<file path="config.mk">
export PLATFORM = sky130hd
export DESIGN_NAME = matmul_sequencer_flat
export DESIGN_NICKNAME = d
export VERILOG_FILES = /design/src/rtl/matmul_pkg.sv /design/src/rtl/matmul_sequencer_if.sv /design/src/rtl/matmul_skew_line.sv /design/src/rtl/matmul_sequencer.sv /design/src/flat_wrapper.sv
export SDC_FILE = /design/constraint.sdc
export NUM_CORES = 1
export LEC_CHECK = 0
export ABC_AREA = 1
export BUFFER_PORTS_ARGS = -buffer_cell sky130_fd_sc_hd__buf_2
export CORE_MARGIN = 2
export CORE_UTILIZATION = 45
export DETAILED_ROUTE_END_ITERATION = 7
export PLACE_DENSITY = 0.74
export SLEW_MARGIN = 40
export SYNTH_ARGS = -nofsm -noshare
export SYNTH_HDL_FRONTEND = slang
export SYNTH_SLANG_ARGS = --single-unit
</file>
<file path="constraint.sdc">
create_clock -name clk_i -period 22.2 [get_ports clk_i]
set_clock_uncertainty 0.2 [all_clocks]
set_input_delay 4.44 -clock clk_i [delete_from_list [all_inputs] [get_ports clk_i]]
set_output_delay 4.44 -clock clk_i [all_outputs]
set_load 0.05 [all_outputs]
</file>
<file path="src/rtl/matmul_pkg.sv">
// matmul_pkg: shared widths and FSM state type for the matmul sequencer.
// Optional feature macro used by this slice: MATMUL_SEQ_ACC_EN.
package matmul_pkg;

  localparam int unsigned DATA_WIDTH  = 16;
  localparam int unsigned BUS_WIDTH   = 64;
  localparam int unsigned MAX_DIM     = BUS_WIDTH / DATA_WIDTH;
  localparam int unsigned SP_NTARGETS = 4;
  localparam int unsigned DIM_W       = $clog2(MAX_DIM);
  localparam int unsigned SP_SEL_W    = $clog2(SP_NTARGETS);
  // One extra bit so the drain count (up to 2*MAX_DIM-1) cannot wrap
  localparam int unsigned CNT_W       = DIM_W + 1;

  typedef enum logic [2:0] {
    IDLE  = 3'd0,
    CLEAR = 3'd1,
    FEED  = 3'd2,
    DRAIN = 3'd3,
    WRITE = 3'd4,
    DONE  = 3'd5
  } seq_state_t;

endpackage

</file>
<file path="src/rtl/matmul_sequencer_if.sv">
// matmul_sequencer_if: command, operand-memory, array and result-write signals.
// acc_mode_i exists only when MATMUL_SEQ_ACC_EN is defined.
interface matmul_sequencer_if;
  import matmul_pkg::*;

  logic                  start_i;
  logic [DIM_W-1:0]      n_dim_i;
  logic [DIM_W-1:0]      k_dim_i;
  logic [DIM_W-1:0]      m_dim_i;
  logic [SP_SEL_W-1:0]   sp_target_i;
`ifdef MATMUL_SEQ_ACC_EN
  logic                  acc_mode_i;
`endif
  logic                  busy_o;
  logic                  done_o;
  logic                  op_rd_en_o;
  logic [DIM_W-1:0]      op_rd_addr_o;
  logic [BUS_WIDTH-1:0]  a_rd_data_i;
  logic [BUS_WIDTH-1:0]  b_rd_data_i;
  logic [BUS_WIDTH-1:0]  a_feed_o;
  logic [BUS_WIDTH-1:0]  b_feed_o;
  logic                  pe_en_o;
  logic                  pe_clr_o;
  logic                  res_we_o;
  logic [DIM_W-1:0]      res_row_o;
  logic [SP_SEL_W-1:0]   res_target_o;

  // Sequencer side
  modport master (
`ifdef MATMUL_SEQ_ACC_EN
    input  acc_mode_i,
`endif
    input  start_i, n_dim_i, k_dim_i, m_dim_i, sp_target_i,
    input  a_rd_data_i, b_rd_data_i,
    output busy_o, done_o, op_rd_en_o, op_rd_addr_o,
    output a_feed_o, b_feed_o, pe_en_o, pe_clr_o,
    output res_we_o, res_row_o, res_target_o
  );

  // Controller / memory / array side
  modport slave (
`ifdef MATMUL_SEQ_ACC_EN
    output acc_mode_i,
`endif
    output start_i, n_dim_i, k_dim_i, m_dim_i, sp_target_i,
    output a_rd_data_i, b_rd_data_i,
    input  busy_o, done_o, op_rd_en_o, op_rd_addr_o,
    input  a_feed_o, b_feed_o, pe_en_o, pe_clr_o,
    input  res_we_o, res_row_o, res_target_o
  );

endinterface

</file>
<file path="src/rtl/matmul_skew_line.sv">
// matmul_skew_line: DEPTH-stage shift register delaying one operand lane.
module matmul_skew_line #(
  parameter int unsigned DEPTH      = 1,
  parameter int unsigned DATA_WIDTH = 16
) (
  input  logic                  clk_i,
  input  logic                  rst_i,
  input  logic [DATA_WIDTH-1:0] i_data,
  output logic [DATA_WIDTH-1:0] o_data
);

  logic [DATA_WIDTH-1:0] r_sr [DEPTH];

  // Shift one element per cycle; reset clears every stage
  always_ff @(posedge clk_i or posedge rst_i) begin
    if (rst_i) begin
      for (int unsigned k = 0; k < DEPTH; k++) r_sr[k] <= '0;
    end else begin
      r_sr[0] <= i_data;
      for (int unsigned k = 1; k < DEPTH; k++) r_sr[k] <= r_sr[k-1];
    end
  end

  assign o_data = r_sr[DEPTH-1];

endmodule

</file>
<file path="src/rtl/matmul_sequencer.sv">
// matmul_sequencer: clear / feed / drain / write control for the systolic array.
// MATMUL_SEQ_ACC_EN adds acc_mode_i, which skips CLEAR so results accumulate.
module matmul_sequencer
  import matmul_pkg::*;
(
  input  logic               clk_i,
  input  logic               rst_i,
  matmul_sequencer_if.master bus
);

  seq_state_t            r_state, w_state_nxt;
  logic [CNT_W-1:0]      r_cnt, w_cnt_nxt;
  logic [DIM_W-1:0]      r_n_dim, r_k_dim, r_m_dim;
  logic [SP_SEL_W-1:0]   r_target;
  logic                  w_acc_req;

  logic                  r_busy, r_done, r_op_rd_en, r_pe_en, r_pe_clr, r_res_we, r_rd_vld;
  logic [DIM_W-1:0]      r_op_rd_addr, r_res_row;
  logic [SP_SEL_W-1:0]   r_res_target;
  logic                  w_busy_nxt, w_done_nxt, w_op_rd_en_nxt, w_pe_en_nxt;
  logic                  w_pe_clr_nxt, w_res_we_nxt;
  logic [DIM_W-1:0]      w_op_rd_addr_nxt, w_res_row_nxt;
  logic [SP_SEL_W-1:0]   w_res_target_nxt;

`ifdef MATMUL_SEQ_ACC_EN
  assign w_acc_req = bus.acc_mode_i;
`else
  assign w_acc_req = 1'b0;
`endif

  // State and phase counter register
  always_ff @(posedge clk_i or posedge rst_i) begin
    if (rst_i) begin
      r_state <= IDLE;
      r_cnt   <= '0;
    end else begin
      r_state <= w_state_nxt;
      r_cnt   <= w_cnt_nxt;
    end
  end

  // Job shadow registers, captured only when a start is accepted in IDLE
  always_ff @(posedge clk_i or posedge rst_i) begin
    if (rst_i) begin
      r_n_dim  <= '0;
      r_k_dim  <= '0;
      r_m_dim  <= '0;
      r_target <= '0;
    end else if (r_state == IDLE && bus.start_i) begin
      r_n_dim  <= bus.n_dim_i;
      r_k_dim  <= bus.k_dim_i;
      r_m_dim  <= bus.m_dim_i;
      r_target <= bus.sp_target_i;
    end
  end

  // Next state/count, and outputs decoded from the next state so they register cleanly
  always_comb begin
    w_state_nxt = r_state;
    w_cnt_nxt   = r_cnt;
    unique case (r_state)
      IDLE: if (bus.start_i) begin
        w_state_nxt = w_acc_req ? FEED : CLEAR;
        w_cnt_nxt   = '0;
      end
      CLEAR: begin
        w_state_nxt = FEED;
        w_cnt_nxt   = '0;
      end
      FEED: if (r_cnt == CNT_W'(r_k_dim)) begin
        w_state_nxt = DRAIN;
        w_cnt_nxt   = '0;
      end else begin
        w_cnt_nxt   = r_cnt + CNT_W'(1);
      end
      DRAIN: if (r_cnt == CNT_W'(r_n_dim) + CNT_W'(r_m_dim)) begin
        w_state_nxt = WRITE;
        w_cnt_nxt   = '0;
      end else begin
        w_cnt_nxt   = r_cnt + CNT_W'(1);
      end
      WRITE: if (r_cnt == CNT_W'(r_n_dim)) begin
        w_state_nxt = DONE;
        w_cnt_nxt   = '0;
      end else begin
        w_cnt_nxt   = r_cnt + CNT_W'(1);
      end
      DONE: begin
        w_state_nxt = IDLE;
        w_cnt_nxt   = '0;
      end
      default: begin
        w_state_nxt = IDLE;
        w_cnt_nxt   = '0;
      end
    endcase

    w_busy_nxt       = (w_state_nxt != IDLE);
    w_done_nxt       = (w_state_nxt == DONE);
    w_pe_clr_nxt     = (w_state_nxt == CLEAR);
    w_op_rd_en_nxt   = (w_state_nxt == FEED);
    w_op_rd_addr_nxt = (w_state_nxt == FEED) ? DIM_W'(w_cnt_nxt) : '0;
    w_pe_en_nxt      = ((w_state_nxt == FEED) && (w_cnt_nxt != '0)) || (w_state_nxt == DRAIN);
    w_res_we_nxt     = (w_state_nxt == WRITE);
    w_res_row_nxt    = (w_state_nxt == WRITE) ? DIM_W'(w_cnt_nxt) : '0;
    w_res_target_nxt = (w_state_nxt == WRITE) ? r_target : '0;
  end

  // Registered outputs; r_rd_vld marks the cycle operand data returns
  always_ff @(posedge clk_i or posedge rst_i) begin
    if (rst_i) begin
      r_busy       <= 1'b0;
      r_done       <= 1'b0;
      r_pe_clr     <= 1'b0;
      r_op_rd_en   <= 1'b0;
      r_op_rd_addr <= '0;
      r_pe_en      <= 1'b0;
      r_res_we     <= 1'b0;
      r_res_row    <= '0;
      r_res_target <= '0;
      r_rd_vld     <= 1'b0;
    end else begin
      r_busy       <= w_busy_nxt;
      r_done       <= w_done_nxt;
      r_pe_clr     <= w_pe_clr_nxt;
      r_op_rd_en   <= w_op_rd_en_nxt;
      r_op_rd_addr <= w_op_rd_addr_nxt;
      r_pe_en      <= w_pe_en_nxt;
      r_res_we     <= w_res_we_nxt;
      r_res_row    <= w_res_row_nxt;
      r_res_target <= w_res_target_nxt;
      r_rd_vld     <= r_op_rd_en;
    end
  end

  assign bus.busy_o       = r_busy;
  assign bus.done_o       = r_done;
  assign bus.pe_clr_o     = r_pe_clr;
  assign bus.op_rd_en_o   = r_op_rd_en;
  assign bus.op_rd_addr_o = r_op_rd_addr;
  assign bus.pe_en_o      = r_pe_en;
  assign bus.res_we_o     = r_res_we;
  assign bus.res_row_o    = r_res_row;
  assign bus.res_target_o = r_res_target;

  logic [DATA_WIDTH-1:0] w_a_lane [MAX_DIM];
  logic [DATA_WIDTH-1:0] w_b_lane [MAX_DIM];
  logic [DATA_WIDTH-1:0] w_a_skew [MAX_DIM];
  logic [DATA_WIDTH-1:0] w_b_skew [MAX_DIM];

  // Zero lanes outside the job dims, and all lanes when no read data is valid
  always_comb begin
    for (int unsigned i = 0; i < MAX_DIM; i++) begin
      w_a_lane[i] = (r_rd_vld && DIM_W'(i) <= r_n_dim) ?
                    bus.a_rd_data_i[i*DATA_WIDTH +: DATA_WIDTH] : '0;
      w_b_lane[i] = (r_rd_vld && DIM_W'(i) <= r_m_dim) ?
                    bus.b_rd_data_i[i*DATA_WIDTH +: DATA_WIDTH] : '0;
    end
  end

  assign w_a_skew[0] = w_a_lane[0];
  assign w_b_skew[0] = w_b_lane[0];

  for (genvar g = 1; g < MAX_DIM; g++) begin : g_skew
    matmul_skew_line #(.DEPTH(g), .DATA_WIDTH(DATA_WIDTH)) u_a_skew (
      .clk_i (clk_i), .rst_i (rst_i), .i_data (w_a_lane[g]), .o_data (w_a_skew[g])
    );
    matmul_skew_line #(.DEPTH(g), .DATA_WIDTH(DATA_WIDTH)) u_b_skew (
      .clk_i (clk_i), .rst_i (rst_i), .i_data (w_b_lane[g]), .o_data (w_b_skew[g])
    );
  end

  for (genvar g = 0; g < MAX_DIM; g++) begin : g_feed
    assign bus.a_feed_o[g*DATA_WIDTH +: DATA_WIDTH] = w_a_skew[g];
    assign bus.b_feed_o[g*DATA_WIDTH +: DATA_WIDTH] = w_b_skew[g];
  end

endmodule

</file>
<file path="src/flat_wrapper.sv">
// flat-port wrapper written by rule: the top's interface ports become plain ports
module matmul_sequencer_flat import matmul_pkg::*;
  (clk_i, rst_i, bus_start_i, bus_n_dim_i, bus_k_dim_i, bus_m_dim_i, bus_sp_target_i, bus_a_rd_data_i, bus_b_rd_data_i, bus_busy_o, bus_done_o, bus_op_rd_en_o, bus_op_rd_addr_o, bus_a_feed_o, bus_b_feed_o, bus_pe_en_o, bus_pe_clr_o, bus_res_we_o, bus_res_row_o, bus_res_target_o);
  matmul_sequencer_if bus_i ();
  input  logic clk_i;
  input  logic rst_i;
  input wire logic [$bits(bus_i.start_i)-1:0] bus_start_i;
  input wire logic [$bits(bus_i.n_dim_i)-1:0] bus_n_dim_i;
  input wire logic [$bits(bus_i.k_dim_i)-1:0] bus_k_dim_i;
  input wire logic [$bits(bus_i.m_dim_i)-1:0] bus_m_dim_i;
  input wire logic [$bits(bus_i.sp_target_i)-1:0] bus_sp_target_i;
  input wire logic [$bits(bus_i.a_rd_data_i)-1:0] bus_a_rd_data_i;
  input wire logic [$bits(bus_i.b_rd_data_i)-1:0] bus_b_rd_data_i;
  output wire logic [$bits(bus_i.busy_o)-1:0] bus_busy_o;
  output wire logic [$bits(bus_i.done_o)-1:0] bus_done_o;
  output wire logic [$bits(bus_i.op_rd_en_o)-1:0] bus_op_rd_en_o;
  output wire logic [$bits(bus_i.op_rd_addr_o)-1:0] bus_op_rd_addr_o;
  output wire logic [$bits(bus_i.a_feed_o)-1:0] bus_a_feed_o;
  output wire logic [$bits(bus_i.b_feed_o)-1:0] bus_b_feed_o;
  output wire logic [$bits(bus_i.pe_en_o)-1:0] bus_pe_en_o;
  output wire logic [$bits(bus_i.pe_clr_o)-1:0] bus_pe_clr_o;
  output wire logic [$bits(bus_i.res_we_o)-1:0] bus_res_we_o;
  output wire logic [$bits(bus_i.res_row_o)-1:0] bus_res_row_o;
  output wire logic [$bits(bus_i.res_target_o)-1:0] bus_res_target_o;
  assign bus_i.start_i = bus_start_i;
  assign bus_i.n_dim_i = bus_n_dim_i;
  assign bus_i.k_dim_i = bus_k_dim_i;
  assign bus_i.m_dim_i = bus_m_dim_i;
  assign bus_i.sp_target_i = bus_sp_target_i;
  assign bus_i.a_rd_data_i = bus_a_rd_data_i;
  assign bus_i.b_rd_data_i = bus_b_rd_data_i;
  assign bus_busy_o = bus_i.busy_o;
  assign bus_done_o = bus_i.done_o;
  assign bus_op_rd_en_o = bus_i.op_rd_en_o;
  assign bus_op_rd_addr_o = bus_i.op_rd_addr_o;
  assign bus_a_feed_o = bus_i.a_feed_o;
  assign bus_b_feed_o = bus_i.b_feed_o;
  assign bus_pe_en_o = bus_i.pe_en_o;
  assign bus_pe_clr_o = bus_i.pe_clr_o;
  assign bus_res_we_o = bus_i.res_we_o;
  assign bus_res_row_o = bus_i.res_row_o;
  assign bus_res_target_o = bus_i.res_target_o;
  matmul_sequencer u_core (.clk_i(clk_i), .rst_i(rst_i), .bus(bus_i));
endmodule
</file>
==> summary.md <==
| Metric | Value |
|---|---|
| Status | completed |
| Hold buffers post-CTS | 0 |
| Sw Ratio | between 30% and 40% |
| Pwr dens | ~140 nW/µm² |
| Warnings, synthesis | 0 |
| CTS HTree Levels | 1 |
| Worst Max-Slew Pin Slew | about 0.73 ns |
| DRT Wirelength | between 10 and 15 mm |
| Total CTS buffers | 23 |
| Num ports | ~280 |
| Fin Hold WS | ~0.14 ns |
| CTS Buffer Depth | 3 |
| Via count | about 4700 |
| Worst Path Required | 17.56 ns |
| Pins Over Slew Limit | 0 |
| N_diodes | 0 |
| Root buffer cell | clkbuf_16 |
| Pint | 0.824 mW |
| Setup_tns | 0 ns |
| ANT nets after route | 0 |
| HPWL Detailed | around 10 mm |
| CTS tree | yes |
| Commonest non-fill, non-tap cells in the layout | 278 x buf_2, 219 x dfrtp_1, 157 x inv_1 |
| CP endpoint kind | primary output |
| Total congestion overflow | 0 |
| Tot Pwr | about 1.3 mW |
| Max Freq | 105 MHz |
| Top FF cell, synth | dfrtp_1 |
| CP Class | input pin to primary output |
| Max FO, Critical Path | 1 |
| Crit path DAT | around 5 ns |
| Core area | 16500 µm² |
| Sequential power share | about 38% |
| Post-synth EDFFs | 0 |
| Startpoint Class | input pin |
| Final-stage net count | ~1100 |
| Leak | 6.15 nW |
| Die height | between 100 and 150 µm |
| Vias per cell | around 4.1 |
| Area added between synthesis and finish | 26.6% |
| Switching power | between 0.4 and 0.5 mW |
| Post-synth ARST share | 100% |
| Post-CTS sizing | 0 |
| Syn nets | 821 |
| Setup Fix Bufs, Post-CTS | 0 |
| Leading cell type in the layout, fill and taps excluded | buf_2 |
| Register bit count reported by yosys | ~220 |
| Avg Inst Size Synth | between 10 and 15 µm² |
| Dpl cells | approximately 1100 |
| Initial antenna violation count | 0 |
| Vias in the first global route | 4830 |
| Register area share after synthesis | a little over 70% |
| RSZ-0062 raised after global routing | false |
| Initial Utilization | 45.9% |
| 1st-iter DRT viols | approximately 140 |
| Die width | ~130 µm |
| Worst slew margin | about half |
| Clock insertion delay at the later pin of the skew report | just under 0.5 ns |
| Mapped cell area | between 7000 and 8000 µm² |
| Comb power frac | a little under a third |
| Crit share post-route | between 40 and 50% |
| Avg WL per Cell | 12.5 µm |
| Die area | between 15000 and 20000 µm² |
| Clock sink total | 219 |
| Remaining DRCs | 0 |
| Placement row count | between 40 and 50 |
| Port-buffer cells | 278 |
| Total track usage | approximately 16% |
| Share of layout cells above drive strength 1 | a little over a third |
| Final Hold Viols | 0 |
| Clock Power Share | between 30% and 40% |
| DR pass1 iterations | 4 |
| Pin count of the biggest net entering global routing | 135 |
| Hold Crit Class | register to register |
| First-pass GRT wire length | 23.0 mm |
| Maxcap violations | 0 |
| Finished Layout Cells | approximately 1100 |
| Clk slew on worst S/H paths | 0.06 ns |
| Final setup viols | 0 |
| Minimum clock period | about 9.5 ns |
| Synth unique cells | 25 |
| Global placer's final weighted congestion | about 0.84 |
| Max VDD drop | ~0.076 mV |
| Post-Syn Instances | slightly below 700 |
## flip-flops by register name (all words and copies together), names as in the netlist
register,count
u_core.bus.op_rd_addr_o,2
u_core.r_rd_vld,1
u_core.bus.res_row_o,2
u_core.g_skew.u_b_skew.o_data,48
u_core.bus.op_rd_en_o,1
u_core.g_skew.u_a_skew.o_data,48
u_core.r_n_dim,2
u_core.bus.pe_en_o,1
u_core.r_target,2
u_core.r_cnt,3
u_core.bus.res_we_o,1
u_core.bus.done_o,1
u_core.bus.busy_o,1
u_core.g_skew.u_b_skew.r_sr,48
u_core.r_k_dim,2
u_core.r_m_dim,2
u_core.bus.pe_clr_o,1
u_core.r_state,3
u_core.bus.res_target_o,2
u_core.g_skew.u_a_skew.r_sr,48
## cell families (layout without fill, tap and decap cells)
kind of cell	after synthesis	count (layout)	synth area share (%)
XOR/XNOR	1	1	0.115
flip-flops	219	219	72.2
adder cells (fa/ha/maj)	3	3	0.593
buffers and inverters	235	482	14.8
AND/OR/NAND/NOR	208	208	11.3
AO/OA/AOI/OAI	13	13	0.940
## power groups by stage
stage	logic [mW]	registers (mW)	clock network [mW]
6_report	0.404	0.497	0.415
5_1_grt	0.437	0.504	0.445
4_1_cts	0.409	0.498	0.428
3_5_place_dp	0.408	0.505	0
3_3_place_gp	0.400	0.500	0
2_1_floorplan	0.262	0.567	0
## metal layers
metal / up-vias / GRT usage (%) / routed length [µm]
li1: 2329 / - / -
met1: 2169 / 18.3 / 5310
met2: 186 / 30.0 / 7660
met3: 36 / 3.33 / 997
met4: 0 / 5.50 / 398
met5: - / 0 / 0
## area by class of cell
class | count | area (µm²)
fillers | 1358 | 6910
clock inverters | 12 | 216
repair buffers | 280 | 1410
inverters | 160 | 613
clock buffers | 30 | 622
well taps | 220 | 275
multi-input cells | 225 | 993
flip-flops and latches | 219 | 5480
## per-stage QoR
step,utilization (%),setup WS (ns),area [µm²]
CTS,58.2,12.64,9610
global route,58.2,12.62,9610
global placement,53.0,12.65,8760
detailed placement,53.1,12.65,8770
floorplan,-,11.57,7590
finish,58.2,12.65,9610
## final timing paths
path	start	end	slack [ns]	cells past startpoint
max	bus_a_rd_data_i[11]	bus_a_feed_o[11]	12.65	4
min	u_core.g_skew[2].u_a_skew.r_sr[19]	u_core.g_skew[2].u_a_skew.o_data[3]	0.14	0
max reg2reg	u_core.r_n_dim[0]	u_core.bus.pe_en_o	19.82	13
min reg2reg	u_core.g_skew[2].u_a_skew.r_sr[19]	u_core.g_skew[2].u_a_skew.o_data[3]	0.14	0
max in group asynchronous	rst_i	u_core.g_skew[3].u_a_skew.r_sr[21]	16.76	3
min in group asynchronous	rst_i	u_core.g_skew[3].u_b_skew.o_data[2]	3.87	2
## Yosys cell counts (3+ instances only)
cell	instances	area share, %
buf_1	3	0.15
clkbuf_1	6	0.30
dfrtp_1	219	72
o21ai_0	7	0.46
nand2_1	76	3.8
nor2_1	106	5.2
inv_1	158	7.8
nand4_1	3	0.25
buf_4	64	6.3
nand3_1	14	0.92
## worst max-delay path, cell delays in order
cell and delay (ns):
buf_2 0.07, nand2_1 0.07, inv_1 0.07, buf_2 0.25
(Power assumes the default switching activity.)
